## src/rtl/vp_key_event_queue_if.sv

```systemverilog
// vp_key_event_queue_if: consumer-side handshake between the key event queue and vp_keymap
interface vp_key_event_queue_if #(parameter int DEPTH = 8);
  localparam int AW = $clog2(DEPTH);
  logic [7:0] ascii_o;
  logic       released_o;
  logic       valid_o;
  logic       ack_i;
  logic [AW:0] fill_o;
  logic       overflow_o;
  modport master (output ascii_o, released_o, valid_o, fill_o, overflow_o, input ack_i);
  modport slave (input ascii_o, released_o, valid_o, fill_o, overflow_o, output ack_i);
endinterface

```

## src/rtl/vp_key_event_queue.sv

```systemverilog
// vp_key_event_queue: PS/2 and gamepad numpad to ASCII make/break FIFO; VP_KEYQ_NUMPAD_EN adds keypad digits
module vp_key_event_queue #(
  parameter int DEPTH = 8,
  localparam int AW = $clog2(DEPTH)
) (
  input  logic        clk_sys,
  input  logic        reset,
  input  logic [10:0] ps2_key,
  input  logic [9:0]  joy_numpad,
  vp_key_event_queue_if.master q
);
  function automatic logic [8:0] base_map(input logic [7:0] c);
    case (c)
      8'h16: return 9'h131; 8'h1E: return 9'h132; 8'h26: return 9'h133; 8'h25: return 9'h134;
      8'h2E: return 9'h135; 8'h36: return 9'h136; 8'h3D: return 9'h137; 8'h3E: return 9'h138;
      8'h46: return 9'h139; 8'h45: return 9'h130;
      8'h1C: return 9'h161; 8'h32: return 9'h162; 8'h21: return 9'h163; 8'h23: return 9'h164;
      8'h24: return 9'h165; 8'h2B: return 9'h166; 8'h34: return 9'h167; 8'h33: return 9'h168;
      8'h43: return 9'h169; 8'h3B: return 9'h16A; 8'h42: return 9'h16B; 8'h4B: return 9'h16C;
      8'h3A: return 9'h16D; 8'h31: return 9'h16E; 8'h44: return 9'h16F; 8'h4D: return 9'h170;
      8'h15: return 9'h171; 8'h2D: return 9'h172; 8'h1B: return 9'h173; 8'h2C: return 9'h174;
      8'h3C: return 9'h175; 8'h2A: return 9'h176; 8'h1D: return 9'h177; 8'h22: return 9'h178;
      8'h35: return 9'h179; 8'h1A: return 9'h17A;
      8'h29: return 9'h120; 8'h79: return 9'h12B; 8'h7B: return 9'h12D; 8'h7C: return 9'h12A;
      8'h4A: return 9'h12F; 8'h55: return 9'h13D;
      8'h1F: return 9'h111; 8'h27: return 9'h112; 8'h5A: return 9'h10A; 8'h66: return 9'h108;
      default: return 9'h000;
    endcase
  endfunction
  logic [8:0] ps2_map;
`ifdef VP_KEYQ_NUMPAD_EN
  function automatic logic [8:0] kp_map(input logic [7:0] c);
    case (c)
      8'h70: return 9'h130; 8'h69: return 9'h131; 8'h72: return 9'h132; 8'h7A: return 9'h133;
      8'h6B: return 9'h134; 8'h73: return 9'h135; 8'h74: return 9'h136; 8'h6C: return 9'h137;
      8'h75: return 9'h138; 8'h7D: return 9'h139;
      default: return 9'h000;
    endcase
  endfunction
  // Extended variants of keypad codes are arrows/navigation and stay unmapped.
  assign ps2_map = base_map(ps2_key[7:0]) | (ps2_key[8] ? 9'h000 : kp_map(ps2_key[7:0]));
`else
  logic unused_ext;
  assign unused_ext = ps2_key[8];
  assign ps2_map = base_map(ps2_key[7:0]);
`endif
  logic [8:0]  mem [DEPTH];
  logic [AW-1:0] rd_ptr, wr_ptr, rd_next;
  logic [AW:0] fill, fill_pop, fill_next;
  logic        old_toggle, ps2_ev, pop, space, push, push_joy;
  logic [9:0]  joy_reported, diff;
  logic [3:0]  jidx;
  logic [8:0]  joy_entry, wdata, head_next;
  assign ps2_ev = (ps2_key[10] != old_toggle) && ps2_map[8];
  assign diff = joy_numpad ^ joy_reported;
  always_comb begin
    jidx = '0;
    for (int j = 9; j >= 0; j--) if (diff[j]) jidx = 4'(j);
  end
  assign joy_entry = {~joy_numpad[jidx], jidx == 4'd9 ? 8'h30 : 8'h31 + {4'h0, jidx}};
  assign pop = q.ack_i & q.valid_o;
  assign space = fill != (AW+1)'(DEPTH) || pop;
  assign push_joy = !ps2_ev && |diff && space;
  assign push = (ps2_ev && space) || push_joy;
  assign wdata = ps2_ev ? {~ps2_key[9], ps2_map[7:0]} : joy_entry;
  assign fill_pop = fill - (AW+1)'(pop);
  assign fill_next = fill_pop + (AW+1)'(push);
  assign rd_next = rd_ptr + AW'(pop);
  // An entry written into an otherwise empty queue bypasses the array to the head register.
  assign head_next = fill_pop == '0 ? wdata : mem[rd_next];
  assign q.fill_o = fill;
  always_ff @(posedge clk_sys) if (push) mem[wr_ptr] <= wdata;
  always_ff @(posedge clk_sys) begin
    old_toggle <= ps2_key[10];
    if (reset) begin
      rd_ptr <= '0;
      wr_ptr <= '0;
      fill <= '0;
      q.valid_o <= 1'b0;
      q.ascii_o <= 8'h00;
      q.released_o <= 1'b0;
      q.overflow_o <= 1'b0;
      joy_reported <= '0;
    end else begin
      if (push) wr_ptr <= wr_ptr + 1'b1;
      rd_ptr <= rd_next;
      fill <= fill_next;
      q.valid_o <= fill_next != '0;
      if (fill_next != '0) {q.released_o, q.ascii_o} <= head_next;
      if (ps2_ev && !space) q.overflow_o <= 1'b1;
      if (push_joy) joy_reported[jidx] <= joy_numpad[jidx];
    end
  end
endmodule
```

## src/flat_wrapper.sv

```systemverilog
// flat-port wrapper written by rule: the top's interface ports become plain ports
module vp_key_event_queue_flat 
#(
  parameter int DEPTH = 8,
  localparam int AW = $clog2(DEPTH)
)
  (clk_sys, reset, ps2_key, joy_numpad, q_ascii_o, q_released_o, q_valid_o, q_fill_o, q_overflow_o, q_ack_i);
  vp_key_event_queue_if #(.DEPTH(DEPTH)) q_i ();
  input  logic clk_sys;
  input  logic reset;
  input  logic [10:0] ps2_key;
  input  logic [9:0] joy_numpad;
  output wire logic [$bits(q_i.ascii_o)-1:0] q_ascii_o;
  output wire logic [$bits(q_i.released_o)-1:0] q_released_o;
  output wire logic [$bits(q_i.valid_o)-1:0] q_valid_o;
  output wire logic [$bits(q_i.fill_o)-1:0] q_fill_o;
  output wire logic [$bits(q_i.overflow_o)-1:0] q_overflow_o;
  input wire logic [$bits(q_i.ack_i)-1:0] q_ack_i;
  assign q_ascii_o = q_i.ascii_o;
  assign q_released_o = q_i.released_o;
  assign q_valid_o = q_i.valid_o;
  assign q_fill_o = q_i.fill_o;
  assign q_overflow_o = q_i.overflow_o;
  assign q_i.ack_i = q_ack_i;
  vp_key_event_queue #(.DEPTH(DEPTH)) u_core (.clk_sys(clk_sys), .reset(reset), .ps2_key(ps2_key), .joy_numpad(joy_numpad), .q(q_i));
endmodule
```

## config.mk

```make
export PLATFORM = sky130hd
export DESIGN_NAME = vp_key_event_queue_flat
export DESIGN_NICKNAME = d
export VERILOG_FILES = /design/src/rtl/vp_key_event_queue_if.sv /design/src/rtl/vp_key_event_queue.sv /design/src/flat_wrapper.sv
export SDC_FILE = /design/constraint.sdc
export NUM_CORES = 1
export LEC_CHECK = 0
export ABC_AREA = 1
export CORE_MARGIN = 4
export CORE_UTILIZATION = 55
export DETAILED_ROUTE_END_ITERATION = 7
export PLACE_DENSITY = 0.76
export SYNTH_ARGS = -nofsm -noshare
export SYNTH_HDL_FRONTEND = slang
export SYNTH_SLANG_ARGS = --single-unit
```

## constraint.sdc

```tcl
create_clock -name clk_sys -period 4.9 [get_ports clk_sys]
set_input_delay 1.225 -clock clk_sys [delete_from_list [all_inputs] [get_ports clk_sys]]
set_output_delay 1.225 -clock clk_sys [all_outputs]
set_load 0.03 [all_outputs]
```

==> flow_results.org <==
** Setup path
- Required arrival time at the worst endpoint :: 5140 ps
- Maximum fanout along the worst path :: 16
- STA classifies the critical path startpoint as an input pin.
- Walking the worst path, the cells encountered are clkdlybuf4s50_1 -> inv_1 -> ha_1 -> nand2_1 -> inv_1 -> o21ai_0 -> o311ai_1 -> nand2_1 -> nand2_1 -> nand3_4 -> a21oi_2 -> ha_1 -> ha_1 -> xnor2_1 -> nor3_1 -> nand2_2 -> o21ai_0 -> a31oi_1.
- Start-to-end type of the worst setup path :: input pin to flip-flop
- Critical Path End Type :: flip-flop
- Worst endpoint data arrival time :: 4740 ps
- Among all stages on the critical path, the largest delay is contributed by clkdlybuf4s50_1.
- Delay contributed by the slowest stage of the critical path :: 570 ps
- For flop-to-flop paths, the worst setup slack is 1970 ps.

** Floorplanning
- Top-level port count :: 39
- In this run the horizontal extent of the chip is 105 um.
- Effective utilization at floorplan :: 0.562
- The die is 105 um tall.
- In this run the standard cell core region covers 9150 um^2.
- The floorplan step defined a die boundary enclosing 11000 um^2.
- The initialized floorplan defines 35 standard-cell rows.

** Power
- Relative contribution of the clock network to total power :: 0.173
- Switching share of power :: 0.424
- The analysis attributes to cell leakage a power of 2.40 nW.
- Proportion of power drawn by flip-flops and latches :: 0.366
- The design draws 3.20 mW.
- Dividing total power by cell area gives a power density of 540 nW/um^2.
- Max rail drop VDD :: 0.287 mV
- The share of total power dissipated in combinational logic is 0.461.
- The analysis attributes to net switching a power of 1.36 mW.
- Cell-internal power :: 1.84 mW

** Final layout
- The finished cells cover 5920 um^2.
- The layout has 779 filler cells.
- Area growth from synthesis to final layout :: 15.2%
- Area taken by flip-flops and latches :: 2540 um^2
- Layout net count :: 693
- Fraction of final layout cells with drive strength greater than 1 :: 0.0942
- In the final layout, the multi-input gates occupy 2270 um^2.
- 0 antenna diodes ended up in the layout.

** Clock tree
- The clock tree synthesis step divided the H-tree into 3 levels.
- Buffers from clock root to sink, at most :: 2
- CTS tree :: yes
- Cts bufs inserted :: 9
- Number of buffers inserted for hold repair after clock tree synthesis :: 0
- Clock edge transition at the registers on the reported setup and hold paths :: 100 ps
- Number of clock sinks :: 95
- The tree is rooted in a clkbuf_8.
- Clock insertion delay at the later pin of the skew report :: 360 ps

** Synth
- After synthesis the cells add up to 5140 um^2.
- Dividing the synthesized area by the synthesized cell count gives 8.45 um^2.
- The area fraction in compound gates after synthesis is 0.178.
- Of the total synthesized cell area, the portion taken by full adders, half adders and majority gates is 0.0389.
- In this run, synthesis inferred 64 flip-flops with an integrated enable.
- Post-synth net total :: 648
- Number of warnings reported in the yosys synthesis log :: 0
- Synthesis handed over a netlist of 608 instances.
- Cell with the most instances after synthesis :: nand2_1
- Async SR Flop Fraction :: 0
- Largest area contributor in the netlist :: edfxtp_1
- Of the total synthesized cell area, the portion taken by XOR and XNOR cells is 0.0222.
- Fraction of the yosys area taken by sequential cells :: 0.495
- Leading register cell type out of synthesis :: edfxtp_1
- Distinct cells, synth :: 44
- Multiplexer share of the synthesized area :: 0
- Yosys attributes the largest share of cell area to edfxtp_1 (37%), dfxtp_1 (12%), nand2_1 (7.0%), nor2_1 (6.5%), o21ai_0 (6.3%).
- After synthesis the netlist holds a flip-flop and latch count of 95.
- Of the total synthesized cell area, the portion taken by AND, OR, NAND and NOR gates is 0.200.
- The share of synthesized area in the top cell type comes to 0.374.
- Dominant combinational cell family by area after synthesis :: simple AND/OR/NAND/NOR gates
- After synthesis, the most frequently instantiated cells are nand2_1 (96), nor2_1 (89), o21ai_0 (65).

** Routing
- Routed met1 length :: 5410 um
- Router iterations before antenna repair :: 4
- The highest metal layer carrying signal wires in the routed design is met4.
- Drt via density :: 5.71
- Total DRC errors in the routed layout :: 0
- Once detail routing completed, the nets flagged for antenna violations numbered 0.
- Detailed routing placed a total of 6060 um of wire on met2.
- Aggregate routed wire length :: 12300 um
- For this block, the initial DRC count from the detailed router was 246.
- For this block, the via count after detailed routing is 4388.
- Dividing the detail-routed wire length by the instance count gives 16.0 um.
- After detailed routing, the met3 layer carries 504 um of wire.

** GRT
- The initial antenna violation count was 0.
- The total overflow left after global routing is 0.
- Via count of the first global-routing pass :: 4253
- Entering global routing, the biggest net connects 33 pins.
- Global Route Usage Sum :: 0.230
- Global-route wire length before repair :: 20400 um

** Hold path
- The path class of the tightest hold or removal check is flip-flop to flip-flop.

** Timing
- Across all hold checks on the routed design, the worst slack comes to 527 ps.
- Across the routed clock network, the largest skew measured is 16.0 ps.
- Worst-margin pin slew :: 781 ps
- Crit share post-route :: 0.919
- For the final routed database, the setup TNS stands at 0 ps.
- The worst path in the final design needs a cycle of 4500 ps, including I/O delays and setup.
- The final hold violation count was 0.
- Peak Freq :: 222 MHz
- Unrepaired setup endpoints after global routing :: false
- The number of pins with negative max-slew slack in the final report came to 0.
- Worst relative slew slack :: 0.479
- Setup violations remaining at the end of the flow were counted as 0.

** Placement
- Hpwl dp :: 9090 um
- Final weighted congestion in routability-driven placement :: 0.928
- Cell area after placement :: 5700 um^2
- The count of buffers added on input and output ports is 36.

** Run status
- Run status :: complete, no violations

** Job
- Max-cap check violation count :: 0
-- worst max-delay path: cells and delay by family --
family,cells,cell delay [ps]
XOR/XNOR,1,150
adder cells (fa/ha/maj),3,650
AND/OR/NAND/NOR,6,990
buffers and inverters,3,800
AO/OA/AOI/OAI,5,910
-- per-layer routing --
metal  up-vias  global-route usage
met5         -                   0
met4         0              0.0900
met3        23              0.0346
met2       108               0.397
met1      2069               0.292
li1       2188                   -
-- worst paths after layout --
check	from	end	cells past startpoint
setup / recovery	ps2_key[0]	u_core.q.ascii_o[2]	18
setup reg to reg	u_core.joy_reported[1]	u_core.q.ascii_o[2]	13
hold reg to reg	u_core.q.overflow_o	u_core.q.overflow_o	2
hold / removal	u_core.q.overflow_o	u_core.q.overflow_o	2
-- state kept, by name, summed over array words and instances (netlist names) --
name,flops
u_core.q.valid_o,1
u_core.mem,64
u_core.q.overflow_o,1
u_core.old_toggle,1
u_core.joy_reported,10
u_core.wr_ptr,3
u_core.q.ascii_o,7
u_core.rd_ptr,3
u_core.q.fill_o,4
u_core.q.released_o,1
-- power groups by stage --
stage / clock [mW] / combinational, mW / sequential [mW]
4_1_cts: 0.563 / 1.47 / 1.17
2_1_floorplan: 0 / 0.910 / 1.26
3_5_place_dp: 0 / 1.46 / 1.19
6_report: 0.553 / 1.48 / 1.17
3_3_place_gp: 0 / 1.42 / 1.18
5_1_grt: 0.591 / 1.66 / 1.19
-- layout by cell type (no fill, tap or decap), types with 3 or more instances in the layout --
master           instances
o22ai_1                 14
xor2_1                   6
nand2_2                  7
clkbuf_8                 9
ha_1                    16
o211ai_1                 8
edfxtp_1                64
inv_1                   59
dfxtp_1                 31
o21ai_0                 65
nand3b_1                 4
clkdlybuf4s50_1         36
a31oi_1                  9
o21ai_1                 13
nand4_1                  5
nor2_2                   8
o221ai_1                 5
xnor2_1                  7
nor2_1                  89
inv_8                    3
a21oi_1                 30
nand3_1                 21
nand2_1                 95
inv_2                    3
buf_4                   19
-- per-stage QoR --
step	std cells	setup WS (ps)	util
2_1_floorplan	608	1070	-
3_3_place_gp	753	138	0.623
3_5_place_dp	753	-50.1	0.623
4_1_cts	769	330	0.647
5_1_grt	769	52.1	0.647
6_report	769	399	0.647
-- logic make-up (layout without fill, tap and decap cells) --
group                    count (synthesis)  in the layout
flip-flops                              95             95
AND/OR/NAND/NOR                        238            238
other                                    1              1
buffers and inverters                   86            136
XOR/XNOR                                13             13
adder cells (fa/ha/maj)                 16             16
AO/OA/AOI/OAI                          159            159
-- cell type report --
type                    instances  area share
multi-input cells             427       0.383
inverters                      65      0.0416
clock buffers                   9      0.0209
well taps                     111      0.0234
flip-flops and latches         95       0.429
clock inverters                 7      0.0165
repair buffers                 55      0.0849
-- timing repair --
item                       4_1_cts  5_1_grt
setup buffers                    0        0
gates resized for setup          0        1
setup endpoints to repair        0        8
Power figures use the tool's default switching activity.
